$ cat src/rtl/mem_addr_seq.sv
// mem_addr_seq: selects one of N_SRC address sources, checks it for
// alignment and range, registers it as the memory address and sequences a
// fixed-latency access with a busy/done handshake and a sticky fault.
//
// Ports:
//   clk, reset   - rising-edge clock, asynchronous active-high reset
//   sel          - source index, sampled on an accepted request
//   src_flat     - N_SRC concatenated W-bit sources (source i at [i*W +: W])
//   access_req   - start an access (sampled in IDLE only)
//   access_size  - 00 word, 01 halfword, 10 byte, 11 treated as word
//   fault_clr    - clears the sticky fault, returns to IDLE
//   mem_addr     - registered memory address
//   busy / done  - access in progress / one-cycle completion pulse
//   fault        - sticky fault flag
//   fault_code   - 00 none, 01 misaligned, 10 out of range, 11 invalid select
//   bad_addr     - address that caused the fault (0 for invalid select)
module mem_addr_seq #(
  parameter int unsigned  W          = 32,
  parameter int unsigned  N_SRC      = 5,
  parameter int unsigned  SEL_W      = 3,
  parameter int unsigned  LAT        = 1,
  parameter logic [W-1:0] ADDR_LIMIT = W'(32'h0000_00FF)
) (
  input  logic               clk,
  input  logic               reset,
  input  logic [SEL_W-1:0]   sel,
  input  logic [N_SRC*W-1:0] src_flat,
  input  logic               access_req,
  input  logic [1:0]         access_size,
  input  logic               fault_clr,
  output logic [W-1:0]       mem_addr,
  output logic               busy,
  output logic               done,
  output logic               fault,
  output logic [1:0]         fault_code,
  output logic [W-1:0]       bad_addr
);

  localparam int unsigned CNT_W = 4;

  typedef enum logic [1:0] {S_IDLE, S_ACCESS, S_FAULT} state_t;

  state_t           state_q, state_d;
  logic [CNT_W-1:0] cnt_q, cnt_d;
  logic [W-1:0]     cand;
  logic             sel_bad, misal, range_bad;
  logic [W-1:0]     mem_addr_d, bad_addr_d;
  logic             busy_d, done_d, fault_d;
  logic [1:0]       fault_code_d;

  // Source mux; an out-of-range select yields zero and is flagged separately.
  always_comb begin
    cand = '0;
    for (int unsigned i = 0; i < N_SRC; i++) begin
      if (sel == SEL_W'(i)) cand = src_flat[i*W +: W];
    end
  end

  // Candidate checks; priority is resolved in the output logic.
  always_comb begin
    sel_bad   = (32'(sel) >= N_SRC);
    range_bad = (cand > ADDR_LIMIT);
    case (access_size)
      2'b01:   misal = cand[0];
      2'b10:   misal = 1'b0;
      default: misal = (cand[1:0] != 2'b00);
    endcase
  end

  // State register plus registered outputs.
  always_ff @(posedge clk or posedge reset) begin
    if (reset) begin
      state_q    <= S_IDLE;
      cnt_q      <= '0;
      mem_addr   <= '0;
      busy       <= 1'b0;
      done       <= 1'b0;
      fault      <= 1'b0;
      fault_code <= 2'b00;
      bad_addr   <= '0;
    end else begin
      state_q    <= state_d;
      cnt_q      <= cnt_d;
      mem_addr   <= mem_addr_d;
      busy       <= busy_d;
      done       <= done_d;
      fault      <= fault_d;
      fault_code <= fault_code_d;
      bad_addr   <= bad_addr_d;
    end
  end

  // Next-state logic.
  always_comb begin
    state_d = state_q;
    case (state_q)
      S_IDLE: begin
        if (access_req) begin
          state_d = (sel_bad || misal || range_bad) ? S_FAULT : S_ACCESS;
        end
      end
      S_ACCESS: begin
        if (cnt_q == '0) state_d = S_IDLE;
      end
      S_FAULT: begin
        if (fault_clr) state_d = S_IDLE;
      end
      default: state_d = S_IDLE;
    endcase
  end

  // Next values of the registered outputs and latency counter.
  always_comb begin
    mem_addr_d   = mem_addr;
    busy_d       = busy;
    done_d       = 1'b0;
    fault_d      = fault;
    fault_code_d = fault_code;
    bad_addr_d   = bad_addr;
    cnt_d        = cnt_q;
    case (state_q)
      S_IDLE: begin
        if (access_req) begin
          if (sel_bad) begin
            fault_d      = 1'b1;
            fault_code_d = 2'b11;
            bad_addr_d   = '0;
          end else if (misal) begin
            fault_d      = 1'b1;
            fault_code_d = 2'b01;
            bad_addr_d   = cand;
          end else if (range_bad) begin
            fault_d      = 1'b1;
            fault_code_d = 2'b10;
            bad_addr_d   = cand;
          end else begin
            mem_addr_d = cand;
            busy_d     = 1'b1;
            cnt_d      = CNT_W'(LAT - 1);
          end
        end
      end
      S_ACCESS: begin
        if (cnt_q != '0) begin
          cnt_d = cnt_q - CNT_W'(1);
        end else begin
          busy_d = 1'b0;
          done_d = 1'b1;
        end
      end
      S_FAULT: begin
        if (fault_clr) begin
          fault_d      = 1'b0;
          fault_code_d = 2'b00;
        end
      end
      default: ;
    endcase
  end

endmodule

$ cat config.mk
export PLATFORM = sky130hd
export DESIGN_NAME = mem_addr_seq
export DESIGN_NICKNAME = d
export VERILOG_FILES = /design/src/rtl/mem_addr_seq.sv
export SDC_FILE = /design/constraint.sdc
export NUM_CORES = 1
export LEC_CHECK = 0
export BUFFER_PORTS_ARGS = -buffer_cell sky130_fd_sc_hd__buf_2
export CORE_ASPECT_RATIO = 0.6
export CORE_MARGIN = 1.5
export CORE_UTILIZATION = 25
export CTS_CLUSTER_DIAMETER = 40
export DETAILED_ROUTE_END_ITERATION = 6
export SYNTH_ARGS = -nofsm -noshare
export SYNTH_HDL_FRONTEND = slang
export SYNTH_SLANG_ARGS = --single-unit
$ cat constraint.sdc
create_clock -name clk -period 2.7 [get_ports clk]
set_input_delay 0.405 -clock clk [delete_from_list [all_inputs] [get_ports clk]]
set_output_delay 0.405 -clock clk [all_outputs]
set_load 0.02 [all_outputs]
* Word-level counts from Yosys, hierarchy flattened
Index checks and enable logic that the tools add are counted.
** Word-level totals
- Input bits :: 169
- Register bits after elaboration :: 75
- Output and inout port bits :: 69
** Cells by class
- Bitwise gates (word level) :: 3
- Multiplexer cells :: 39
- $add $sub $neg :: 1
- $lt $le $gt $ge :: 2
- Reductions and logical operators :: 16
- Equality and inequality tests :: 17
** Operators with widths (number)
- $mux 32 :: 8
- $gt 32x8->1 const B :: 1
- $mux 4 :: 5
- $mux 2 :: 8
- $ne 2x2->1 const B :: 8
- $mux 1 :: 12
- $reduce_and 6->1 :: 2
- $pmux 4 s2 :: 1
- $eq 3x2->1 const B :: 2
- $pmux 1 s2 :: 3
- $pmux 2 s3 :: 1
- $reduce_and 3->1 :: 2
- $reduce_bool 2->1 :: 3
- $reduce_and 5->1 :: 1
- $eq 2x1->1 const B :: 2
- $eq 2x2->1 const B :: 2
- $logic_not 4->1 :: 1
- $ne 4x4->1 const B :: 1
- $pmux 2 s2 :: 1
- $reduce_and 4->1 :: 1
- $reduce_bool 4->1 :: 1
- $sub 4x1->4 const B :: 1
- $eq 3x1->1 const B :: 1
- $eq 3x3->1 const B :: 1
- other kinds (6) :: 9

* Logic depth before layout (Yosys ltp)
- Word-level depth :: 13
- Depth in mapped cells :: 12

* Worst setup path before layout
OpenSTA, ideal clock, no wires.
- Path kind :: in2reg
- From :: input sel[1]
- To :: register mem_addr[2]
- Arrival :: 2.910 ns
- Slack :: -0.335 ns
- Data required time :: 2.575 ns
- Stages :: 9
- Library setup time :: 0.125 ns
- Cells stage by stage :: buf_2 -> clkbuf_1 -> mux4_1 -> nor4_2 -> a21oi_1 -> or3_1 -> clkbuf_2 -> nor4_4 -> mux2_2
** On the way
- Longest elaborated chain between the ends :: 10
** Ends and longest elaborated chain
- start, declared :: line 26 : input logic [SEL_W-1:0] sel,
- parallel branches: the longest is 10 deep, another holds $gt 32x8->1
- end signal, assigned :: line 84 : mem_addr <= mem_addr_d;
- end, declared :: line 31 : output logic [W-1:0] mem_addr,
Several ways; the timed one is not identified.
A chain may end at the register's enable or synchronous reset.

* Worst setup path after layout
- From :: input sel[0]
- To :: register mem_addr[4]
Same word-level chain as after synthesis.

==> flow_summary.json <==
{
  "run_status": "complete, but fails checks",
  "failed_checks": "setup timing",
  "irDropWorstVdd_v": 0.000264,
  "final_min_period_over_clock_period_pct": 102,
  "grt_pass1_vias": 4446,
  "power_mw": 3.86,
  "synth_simple_gate_area_share_pct": 13.9,
  "grt_overflow_total": 0,
  "fillCellCount": 1718,
  "placement_rows": 37,
  "drv.max_cap_violation_count": 0,
  "max_fclk_mhz": 364,
  "drt-vias-per-instance": 4.82,
  "timing.final.setup_violations": 7,
  "drc_errors": 0,
  "floorplan.die.width_um": 175,
  "post_drt_wl_per_cell_um": 18.3,
  "dp_hpwl_um": 13000,
  "fin_skew_ps": 6.60,
  "synth_warnings": 0,
  "crit_path_max_fanout": 8,
  "postSynth.topFlopCell": "dfrtp_1",
  "place.gp.congestion": 0.882,
  "hold-worst-slack_ps": 107,
  "n_antenna_cell": 0,
  "tritoncts": "done",
  "h-tree-depth": 3,
  "clkLatencyLatePin_ps": 330,
  "synth_cells": 389,
  "floorplan.die_area_um2": 18500,
  "drt_pre_antenna_iters": 7,
  "grt_start_max_net_pins": 46,
  "crit_arrival_ps": 2950,
  "violation_count_after_the_first_detailed_route_iteration": 196,
  "required_ps": 2910,
  "core-area_um2": 17200,
  "criticalPathCategory": "input pin to flop",
  "synth.ff_latch_count": 75,
  "reg2reg_from": "state_q[0]",
  "total_i_o_pin_count": 238,
  "finalNetCount": 860,
  "clk_sink_count": 75,
  "dp_cells": 895,
  "syn-mean-instance-area_um2": 11.4,
  "syn_nets": 561,
  "hold_violations": 0,
  "die_h_um": 106,
  "syn_to_final_growth_pct": 62.1,
  "stdcell_count": 926,
  "cts_clk_pin_slew_worst_paths_ps": 60,
  "number_of_antenna_violations_at_the_first_check_in_global_routing": 1,
  "cts_made_buffers": 9,
  "worst-slew-pin-transition_ps": 570,
  "cts_root_buffer": "clkbuf_16",
  "layout-drive-gt1-share_pct": 58.8,
  "final_critical_path_setup_slack_ps": -45.3,
  "critical_path.startpoint": "sel[0]",
  "min_path_type": "input pin to async pin",
  "ys_seq_area_share_pct": 42.5,
  "synth_area_um2": 4420,
  "grt_first_pass_wirelength_um": 25100,
  "slew_headroom_pct": 61.9,
  "antenna_violating_nets_post_route": 0,
  "synth-edff-count": 0,
  "crit_path_time_final_ps": 2750,
  "synth-async-reset-ratio_pct": 100,
  "drt-total-wl_um": 16900,
  "synth_compound_area_share_pct": 17.9,
  "port_buffers": 237,
  "final-max-slew-violation-count": 0,
  "hold_buffers": 0,
  "critical_path.startpoint_type": "input pin",
  "xor_xnor_share_of_the_synthesized_area_pct": 0.595,
  "groute.usage.overall_pct": 17.7,
  "synth_fa_ha_area_share_pct": 0.850,
  "grt_setup_unrepaired": "true",
  "synth_top_family_by_area": "multiplexers",
  "initial_core_utilization_pct": 25.6,
  "pwr_density_cell_nw_per_um2": 539,
  "worst_setup_path_end_kind": "flop",
  "clk_path_buf_depth": 2,
  "synth_mux_area_share_pct": 19.2,
  "ys_types": 64,
  "via_count": 4459,
  "power_leakage_nw": 3.63
}
-- registers in the layout (all words and copies together), names as in the netlist --
register,flops
cnt_q,4
fault_code,2
bad_addr,32
mem_addr,32
done,1
busy,1
fault,1
state_q,2
-- where the power goes --
| part | switching, mW | total, mW | internal [mW] |
|---|---|---|---|
| logic | 0.610 | 1.17 | 0.560 |
| clock network | 0.454 | 1.34 | 0.883 |
| registers | 0.0982 | 1.35 | 1.25 |
-- area by class of cell --
class	instances	area [µm²]	area share [%]
tap	234	293	4.09
multi-input combinational	272	2610	36.5
sequential	75	1880	26.2
clock buffer	12	267	3.72
clock inverter	3	68.8	0.962
inverter	12	46.3	0.647
timing repair buffer	318	2000	27.9
-- synth_stat cells, types with 4 or more instances --
cell type | count | area, µm²
a211oi_1 | 4 | 30.0
a21o_1 | 4 | 30.0
a21oi_1 | 19 | 95.1
a22o_1 | 11 | 96.3
buf_1 | 4 | 15.0
buf_2 | 9 | 45.0
clkbuf_1 | 9 | 33.8
dfrtp_1 | 75 | 1880
inv_1 | 11 | 41.3
mux2_2 | 7 | 78.8
mux2i_1 | 35 | 350
mux4_1 | 9 | 236
mux4_2 | 8 | 180
nand2_1 | 24 | 90.1
nand2b_1 | 5 | 31.3
nor2_1 | 13 | 48.8
nor2b_1 | 18 | 113
nor2b_2 | 7 | 61.3
nor3_1 | 5 | 25.0
nor4bb_1 | 6 | 60.1
o21ai_0 | 10 | 50.1
o22ai_1 | 11 | 68.8
o2bb2ai_1 | 27 | 236
-- worst max-delay path: stages --
cell and delay, ps:
buf_16 110, buf_8 130, mux4_2 550, nor4_4 360, a21oi_2 110, or3_4 440
nor4_4 210, buf_4 190, buf_12 140, mux2_4 300
-- path summary, 6_finish.rpt --
kind / endpoint / slack (ps) / depth (start not counted)
setup / recovery: mem_addr[4] / -50 / 10
hold reg to reg: bad_addr[15] / 470 / 1
min in group clk: state_q[1] / 290 / 2
hold / removal: mem_addr[21] / 110 / 2
max in group asynchronous: bad_addr[10] / 1970 / 3
setup reg to reg: mem_addr[4] / 730 / 5
-- what timing repair did --
action | CTS | global route
gates cloned | 1 | 3
gates resized for setup | 11 | 34
pin swaps | 2 | 11
setup buffers | 1 | 11
endpoints found under the setup margin | 73 | 70
-- routing by layer --
| layer | routed length, µm | vias to the layer above | GRT usage (%) |
|---|---|---|---|
| met4 | 127 | 0 | 2.75 |
| li1 | - | 2091 | - |
| met1 | 8230 | 2184 | 25.2 |
| met5 | 0 | - | 0 |
| met2 | 7280 | 168 | 26.6 |
| met3 | 1280 | 16 | 5.58 |
-- cells by family after synthesis --
group	count (synthesis)
flip-flops	75
buffers and inverters	42
AND/OR/NAND/NOR	101
XOR/XNOR	3
adder cells (fa/ha/maj)	3
multiplexers	59
AO/OA/AOI/OAI	106
-- metrics by stage --
stage	area, µm²	setup slack [ps]	TNS, ps	util (%)
after floorplan	4640	-283	-10260	-
final	7160	-45.3	-271	41.6
after global routing	7160	-59.0	-422	41.6
after detailed placement	6440	-587	-36530	37.4
after global placement	6440	-555	-34840	37.4
after CTS	6860	8.36	0	39.8
-- placed cells by master (no fill, tap or decap), types with 3 or more instances in the layout --
master,count
a21o_1,4
a21oi_1,16
a21oi_2,3
a22o_1,11
buf_12,5
buf_2,235
buf_4,66
buf_6,4
buf_8,3
clkbuf_16,12
clkbuf_8,3
dfrtp_1,75
ha_1,3
inv_1,10
mux2_4,7
mux2i_1,30
mux2i_2,3
mux4_1,7
mux4_2,10
nand2_1,24
nand2b_1,5
nand3_1,3
nor2_1,13
nor2b_1,18
nor2b_2,7
nor3_1,4
nor4_4,3
nor4bb_1,6
o21ai_0,9
o22ai_1,10
o2bb2ai_1,4
o2bb2ai_2,23
Note: power is estimated with default switching activity, not from simulation.
